[config.mk]
export PLATFORM = sky130hd
export DESIGN_NAME = zipdiv_qr
export DESIGN_NICKNAME = d
export VERILOG_FILES = /design/src/rtl/zipdiv_pkg.sv /design/src/rtl/zipdiv_step.sv /design/src/rtl/zipdiv_qr.sv
export SDC_FILE = /design/constraint.sdc
export NUM_CORES = 1
export LEC_CHECK = 0
export ABC_AREA = 1
export BUFFER_PORTS_ARGS = -buffer_cell sky130_fd_sc_hd__buf_4
export CAP_MARGIN = 20
export CORE_MARGIN = 10
export CORE_UTILIZATION = 40
export CTS_BUF_LIST = sky130_fd_sc_hd__clkbuf_4 sky130_fd_sc_hd__clkbuf_8
export CTS_CLUSTER_SIZE = 28
export DETAILED_ROUTE_END_ITERATION = 8
export PLACE_DENSITY = 0.69
export REMOVE_ABC_BUFFERS = 1
export SYNTH_ARGS = -nofsm -noshare
export SYNTH_HDL_FRONTEND = slang
export SYNTH_SLANG_ARGS = --single-unit
[constraint.sdc]
create_clock -name i_clk -period 5.45 [get_ports i_clk]
set_clock_uncertainty 0.1 [all_clocks]
set_input_delay 0.8175 -clock i_clk [delete_from_list [all_inputs] [get_ports i_clk]]
set_output_delay 0.8175 -clock i_clk [all_outputs]
set_load 0.1 [all_outputs]
[src/rtl/zipdiv_pkg.sv]
// Shared types and helpers for the zipdiv_qr sequential divider.
package zipdiv_pkg;

  typedef enum logic [1:0] {IDLE, PRE, DIV, POST} div_state_t;

  localparam int FLAG_Z = 0;
  localparam int FLAG_C = 1;
  localparam int FLAG_N = 2;
  localparam int FLAG_V = 3;

  // Number of DIV cycles for a given width and unroll factor.
  function automatic int div_iters(input int bw, input int steps);
    return bw / steps;
  endfunction

endpackage

[src/rtl/zipdiv_step.sv]
// One combinational restoring shift-subtract step of the divider.
module zipdiv_step #(
  parameter int BW = 32
) (
  input  logic [BW:0]   r,
  input  logic [BW-1:0] q,
  input  logic [BW-1:0] d,
  output logic [BW:0]   r_nxt,
  output logic [BW-1:0] q_nxt
);

  logic [BW:0]   r_sh;
  logic [BW-1:0] q_sh;
  logic          unused_r_msb;

  // Partial remainder stays below D, so its top bit carries no information here.
  assign unused_r_msb = r[BW];
  assign r_sh = {r[BW-1:0], q[BW-1]};
  assign q_sh = {q[BW-2:0], 1'b0};

  always_comb begin
    r_nxt = r_sh;
    q_nxt = q_sh;
    if (r_sh >= {1'b0, d}) begin
      r_nxt = r_sh - {1'b0, d};
      q_nxt = {q_sh[BW-1:1], 1'b1};
    end
  end

endmodule

[src/rtl/zipdiv_qr.sv]
// Sequential signed/unsigned divider, STEPS quotient bits per clock.
// Optional cancel input enabled by defining ZIPDIV_ABORT_EN.
module zipdiv_qr
  import zipdiv_pkg::*;
#(
  parameter int BW    = 32,
  parameter int STEPS = 1,
  parameter int LGN   = $clog2(BW/STEPS+1)
) (
  input  logic          i_clk,
  input  logic          i_rst,
  input  logic          i_wr,
  input  logic          i_signed,
  input  logic [BW-1:0] i_numerator,
  input  logic [BW-1:0] i_denominator,
`ifdef ZIPDIV_ABORT_EN
  input  logic          i_abort,
`endif
  output logic          o_busy,
  output logic          o_valid,
  output logic          o_err,
  output logic [BW-1:0] o_quotient,
  output logic [BW-1:0] o_remainder,
  output logic [3:0]    o_flags
);

  localparam int N = div_iters(BW, STEPS);
  localparam logic [BW-1:0] INT_MIN = {1'b1, {(BW-1){1'b0}}};

  div_state_t    state;
  logic [BW:0]   r;
  logic [BW-1:0] q, d;
  logic [LGN-1:0] cnt;
  logic          op_signed, q_neg, r_neg, ovf;
  logic [BW:0]   r_fin;
  logic [BW-1:0] q_fin, q_post, r_post;

  for (genvar i = 0; i < STEPS; i++) begin : g_step
    logic [BW:0]   r_i, r_o;
    logic [BW-1:0] q_i, q_o;
    if (i == 0) begin : g_first
      assign r_i = r;
      assign q_i = q;
    end else begin : g_next
      assign r_i = g_step[i-1].r_o;
      assign q_i = g_step[i-1].q_o;
    end
    zipdiv_step #(.BW(BW)) u_step (
      .r(r_i), .q(q_i), .d(d), .r_nxt(r_o), .q_nxt(q_o)
    );
  end

  assign r_fin  = g_step[STEPS-1].r_o;
  assign q_fin  = g_step[STEPS-1].q_o;
  assign q_post = q_neg ? -q : q;
  assign r_post = r_neg ? -r[BW-1:0] : r[BW-1:0];

  function automatic logic [3:0] flags_of(input logic [BW-1:0] qv, input logic [BW-1:0] rv,
                                          input logic v);
    logic [3:0] f;
    f = '0;
    f[FLAG_Z] = (qv == '0);
    f[FLAG_N] = qv[BW-1];
    f[FLAG_C] = (rv == '0);
    f[FLAG_V] = v;
    return f;
  endfunction

  always_ff @(posedge i_clk) begin
    if (i_rst) begin
      state       <= IDLE;
      o_busy      <= 1'b0;
      o_valid     <= 1'b0;
      o_err       <= 1'b0;
      o_quotient  <= '0;
      o_remainder <= '0;
      o_flags     <= '0;
      cnt         <= '0;
      r           <= '0;
      q           <= '0;
      d           <= '0;
      op_signed   <= 1'b0;
      q_neg       <= 1'b0;
      r_neg       <= 1'b0;
      ovf         <= 1'b0;
    end else begin
      o_valid <= 1'b0;
      o_err   <= 1'b0;
`ifdef ZIPDIV_ABORT_EN
      if (i_abort && state != IDLE) begin
        state  <= IDLE;
        o_busy <= 1'b0;
      end else
`endif
      case (state)
        IDLE: if (i_wr) begin
          if (i_denominator == '0) begin
            o_valid     <= 1'b1;
            o_err       <= 1'b1;
            o_quotient  <= '0;
            o_remainder <= i_numerator;
            o_flags     <= 4'b0001;
          end else begin
            q         <= i_numerator;
            d         <= i_denominator;
            r         <= '0;
            cnt       <= LGN'(N);
            op_signed <= i_signed;
            ovf       <= 1'b0;
            q_neg     <= 1'b0;
            r_neg     <= 1'b0;
            o_busy    <= 1'b1;
            state     <= i_signed ? PRE : DIV;
          end
        end
        PRE: begin
          q_neg <= q[BW-1] ^ d[BW-1];
          r_neg <= q[BW-1];
          q     <= q[BW-1] ? -q : q;
          d     <= d[BW-1] ? -d : d;
          // INT_MIN's magnitude already reads as 2^(BW-1) unsigned, so the
          // overflow quotient falls out of the normal datapath.
          ovf   <= (q == INT_MIN) && (&d);
          state <= DIV;
        end
        DIV: begin
          r   <= r_fin;
          q   <= q_fin;
          cnt <= cnt - LGN'(1);
          if (cnt == LGN'(1)) begin
            if (op_signed) begin
              state <= POST;
            end else begin
              o_quotient  <= q_fin;
              o_remainder <= r_fin[BW-1:0];
              o_flags     <= flags_of(q_fin, r_fin[BW-1:0], 1'b0);
              o_valid     <= 1'b1;
              o_busy      <= 1'b0;
              state       <= IDLE;
            end
          end
        end
        POST: begin
          o_quotient  <= q_post;
          o_remainder <= r_post;
          o_flags     <= flags_of(q_post, r_post, ovf);
          o_valid     <= 1'b1;
          o_busy      <= 1'b0;
          state       <= IDLE;
        end
        default: state <= IDLE;
      endcase
    end
  end

endmodule

Word level (Yosys, flattened, before mapping)
Index checks and enable logic that the tools add are counted.
{"block": "word_totals", "reg_bits": 179, "in_bits": 68, "out_inout_bits": 71, "elab_cells": 114}
{"block": "classes", "n_addsub": 5, "order_cmp": 1, "eq_ne": 12, "mux": 54, "n_bitwise": 3, "n_reduce_logical": 22}
{"op": "$mux 32", "n": 19}
{"op": "$pmux 32 s3", "n": 3}
{"op": "$logic_not 32->1", "n": 5}
{"op": "$pmux 32 s2", "n": 2}
{"op": "$neg 32->32", "n": 3}
{"op": "$ge 33x32->1", "n": 1}
{"op": "$eq 32x32->1 const B", "n": 1}
{"op": "$reduce_and 32->1", "n": 1}
{"op": "$sub 32x32->32", "n": 1}
{"op": "$mux 4", "n": 4}
{"op": "$reduce_and 3->1", "n": 5}
{"op": "$ne 2x2->1 const B", "n": 7}
{"op": "$mux 6", "n": 2}
{"op": "$pmux 4 s3", "n": 1}
{"op": "$pmux 6 s2", "n": 1}
{"op": "$mux 1", "n": 11}
{"op": "$mux 2", "n": 5}
{"op": "$reduce_and 5->1", "n": 2}
{"op": "$pmux 2 s4", "n": 1}
{"op": "$reduce_and 4->1", "n": 2}
{"op": "$eq 6x1->1 const B", "n": 1}
{"op": "$pmux 1 s2", "n": 3}
{"op": "$pmux 1 s3", "n": 2}
{"op": "$reduce_bool 3->1", "n": 2}
{"op": "9 further kinds", "n": 12}

Longest topological paths before layout
{"block": "logic_depth", "depth_word": 6, "mapped_depth": 23, "depth_no_buf": 22}

Cells and area by module
A second synthesis with hierarchy kept.
{"block": "unflattened", "cells_unflattened": 2667, "hier_area_um2": 15354.7}
{"module": "zipdiv_qr", "n_inst": 1, "cells_per_inst": 1957, "area_per_inst_um2": 11811.3, "seq_area_each_um2": 3583.4}
{"module": "zipdiv_step", "n_inst": 1, "cells_per_inst": 710, "area_per_inst_um2": 3543.4, "seq_area_each_um2": 0.0}

Worst setup path after synthesis
Ideal clock, no wire load.
{"block": "synth_timing", "kind": "register to register", "startpoint": "register d[13]", "endpoint": "register o_flags[1]", "setup_ps": 65, "arrival_ps": 2402, "required_ps": 5285, "slack_ps": 2882, "stages_incl_launch_ff": 22, "n_path_buf": 2, "cell_sequence": "dfxtp_1 clkbuf_1 inv_1 ha_1 nand2_1 nor2_2 nand2_1 nor2_2 nand2_2 nor2_4 nor2_4 nand2_8 buf_6 nand2_1 nand2_1 nor2_1 nand2_1 nor2_1 nand3_1 nor2_1 nor2_1 nor2_1"}
{"block": "synth_between", "elab_chain_cells": 6, "word_cells_on_any_way": 7, "classes_between": "add/sub: 1; order compare: 1; mux: 4; reduce/logical: 1"}
{"item": "start, declared", "line": "zipdiv_qr.sv:32", "source": "logic [BW-1:0] q, d;"}
{"item": "start signal, assigned", "line": "zipdiv_qr.sv:105", "source": "d <= i_denominator;"}
{"item": "start signal, assigned", "line": "zipdiv_qr.sv:120", "source": "d <= d[BW-1] ? -d : d;"}
{"item": "$sub 32x32->32 or $ge 33x32->1 (tied branches)", "line": "zipdiv_step.sv:25, zipdiv_step.sv:24"}
{"item": "$mux 32 *", "line": "zipdiv_step.sv:24", "source": "if (r_sh >= {1'b0, d}) begin"}
{"item": "$logic_not 32->1 *", "line": "zipdiv_qr.sv:64", "source": "f[FLAG_C] = (rv == '0);"}
{"item": "$mux 4 *", "line": "zipdiv_qr.sv:131", "source": "if (op_signed) begin"}
{"item": "$mux 4 *", "line": "zipdiv_qr.sv:130", "source": "if (cnt == LGN'(1)) begin"}
{"item": "$pmux 4 s3 *", "line": "zipdiv_qr.sv:95", "source": "case (state)"}
{"item": "end signal, assigned", "line": "zipdiv_qr.sv:136", "source": "o_flags <= flags_of(q_fin, r_fin[BW-1:0], 1'b0);"}
{"item": "end signal, assigned", "line": "zipdiv_qr.sv:146", "source": "o_flags <= flags_of(q_post, r_post, ovf);"}
{"item": "end, declared", "line": "zipdiv_qr.sv:24", "source": "output logic [3:0] o_flags"}
Every way passes the cells marked *; elsewhere a longest branch is shown, timed or not. The select of a mux whose other input is x is not followed.
A chain may end at the register's enable or synchronous reset.

Worst setup path after layout
Same ends and word-level chain as after synthesis.

==> results.ini <==
[worst_hold_path]
min_path_type=flip-flop to flip-flop
hold_start=cnt[5]$_SDFFE_PP0P_

[global_routing]
gr-usage-met2_pct=39.8
grt-ovfl-total=0
grt_pass1_vias=14631
met3_usage_pct=3.13
use_met1_pct=29.6
track_usage_pct=23.6
grt.busiest_layer=met2
grt_start_max_net_pins=73
antenna_found_initial=0
grt_pass1_wl_mm=79.5

[layout]
fillerInstances=3684
multi_input_area_um2=8830
n_antenna_cell=0
areaGrowthSynthToFinish_pct=12.4
register_area_um2=3560
final_layout_size_suffix_gt1_share_pct=10.3
layout.nets=2487

[route]
ant_nets=0
drc=0
drt-total-wl_mm=50.9
wl_per_cell_um=17.9
via_per_inst=5.48
drtIter0Drc=1193
first_pass_iters=5
vias=15579

[timing]
drv_slew=0
rsz0062_at_grt=no
hold_viol=0
worst_pin_slew_ps=987
fmax_mhz=287
fin_crit_sh_pct=64.0
period_minus_slack_ps=3490
setup_violations=0
hold_ws_ps=378
fin_setup_tns_ps=0
slew_headroom_pct=33.6

[clock_tree]
ctsHoldBuffers=0
post_cts_resized=0
clock_latency_ps=520
numCtsBuffers=17
cts_htree_levels=4
cts.clk_slew.worst_paths_ps=110
cts.sinks=178
cts.path.max_buffers=2
root_buffer=clkbuf_8
cts_setup_buffers=0
cts_tree=yes

[yosys]
synth_area_per_cell_um2=5.99
synth_area_leader_cell=dfxtp_1
ys_ff_latch=178
postSynthCellCount=2306
ys_warn_count=0
ys_seq_area_share_pct=25.8
synthArstFlopShare_pct=0
ys_top_cells_by_area=dfxtp_1 (26%), nand2_1 (16%), o21ai_0 (9.2%)
synth_edf_count=0
synth_cell_type_count=54
ys.flop_type=dfxtp_1
synth_top_area_share_pct=25.8
netlist_area_um2=13800

[floorplanning]
core_um2=34300
row_count=68
initial_core_util_pct=40.3
top_level_ports=139
die_area_um2=42400
die_w_um=206
die_height_um=206

[outcome]
status=finished, final reports clean

[critical_path]
crit_path_start=d[13]$_SDFFE_PP0P_
crit_path_end_kind=flip-flop
crit_arrival_ps=3840
critPathKind=flip-flop to flip-flop
startpoint_type=flip-flop
crit_required_ps=5800
crit-reg2reg-launch=d[13]$_SDFFE_PP0P_
worst-path-max-fanout=37

[job]
drv_cap=0

[placed_design]
portBuffers=138
place_congestion=1.00
dp_hpwl_mm=39.5

[critical path, stage by stage (launching register included)]
cell	delay, ps
dfxtp_1	490
inv_1	170
ha_1	380
nand2_1	180
nor2_2	80
nand2_1	100
nor2_2	50
nand2_2	90
nor2_4	40
nor2_4	470
nand2_8	250
nand2_1	130
nand2_1	80
nor2_1	100
nand2_1	70
nor2_1	230
nand3_1	100
nor2_1	150
nor2_1	70
nor2_1	80
[flip-flops by register name, summed over array words and instances (netlist names)]
name	count
d	32
o_quotient	31
o_err	1
g_step.r_i	32
g_step.q_i	32
state	2
op_signed	1
o_busy	1
o_flags	4
o_remainder	32
r_neg	1
o_valid	1
q_neg	1
ovf	1
cnt	6
[synthesized netlist by cell type (7+ instances only)]
library cell and count:
a211oi_1 7, a21oi_1 181, a31oi_1 51, buf_1 10, clkbuf_1 82, dfxtp_1 178, ha_1 45, inv_1 252
inv_2 7, nand2_1 603, nand2_2 10, nand3_1 154, nand3b_1 10, nand4_1 34, nor2_1 215, nor3_1 21
nor4_1 21, o211ai_1 20, o21ai_0 254, or2_2 14, xor2_1 50
[final cells by class]
cell class,count,share of cell area (%)
Clock buffer,19,1.64
Clock inverter,13,0.959
Inverter,261,6.32
Multi-Input combinational cell,1762,56.9
Sequential cell,178,23.0
Tap cell,455,3.67
Timing Repair Buffer,153,7.56
[layer usage]
| layer | share of wire, % | wire, µm | vias to the layer above |
|---|---|---|---|
| met1 | 43 | 22000 | 7160 |
| met3 | 6.2 | 3160 | 94 |
| li1 | - | - | 7782 |
| met4 | 3.7 | 1870 | 0 |
| met5 | 0 | 0 | - |
| met2 | 47 | 23900 | 543 |
[cell usage in the layout, fill, tap and decap left out, types with 34 or more instances in the layout]
master / synthesis / routed
o21ai_0: 254 / 254
xor2_1: 50 / 50
ha_1: 45 / 43
dfxtp_1: 178 / 178
nand2_1: 603 / 602
buf_4: 2 / 151
inv_1: 252 / 250
a21oi_1: 181 / 181
nor2_1: 215 / 214
nand4_1: 34 / 34
nand3_1: 154 / 154
a31oi_1: 51 / 51
[cells by family after synthesis]
family	share of synthesized area, %
XOR/XNOR	3.42
adder cells (fa/ha/maj)	4.22
buffers and inverters	10.4
AND/OR/NAND/NOR	34.3
flip-flops	25.8
AO/OA/AOI/OAI	21.9
[metrics by stage]
stage,utilization [%],setup slack (ps),cells,instance area (µm²)
2_1_floorplan,-,321,2201,13400
3_3_place_gp,44.0,1840,2808,15100
3_5_place_dp,44.0,1720,2808,15100
4_1_cts,45.2,1950,2840,15500
5_1_grt,45.3,1620,2841,15500
6_report,45.3,1960,2841,15500
[path summary, 6_finish.rpt]
path | slack (ps) | cells past startpoint | endpoint
setup / recovery | 1960 | 19 | o_flags[1]$_SDFFE_PP0P_
hold / removal | 380 | 2 | cnt[5]$_SDFFE_PP0P_
setup reg to reg | 1960 | 19 | o_flags[1]$_SDFFE_PP0P_
hold reg to reg | 380 | 2 | cnt[5]$_SDFFE_PP0P_
Power is left out: the tool's default activity adds up to more than one toggle a clock period on the data nets, which glitch-free logic cannot reach.
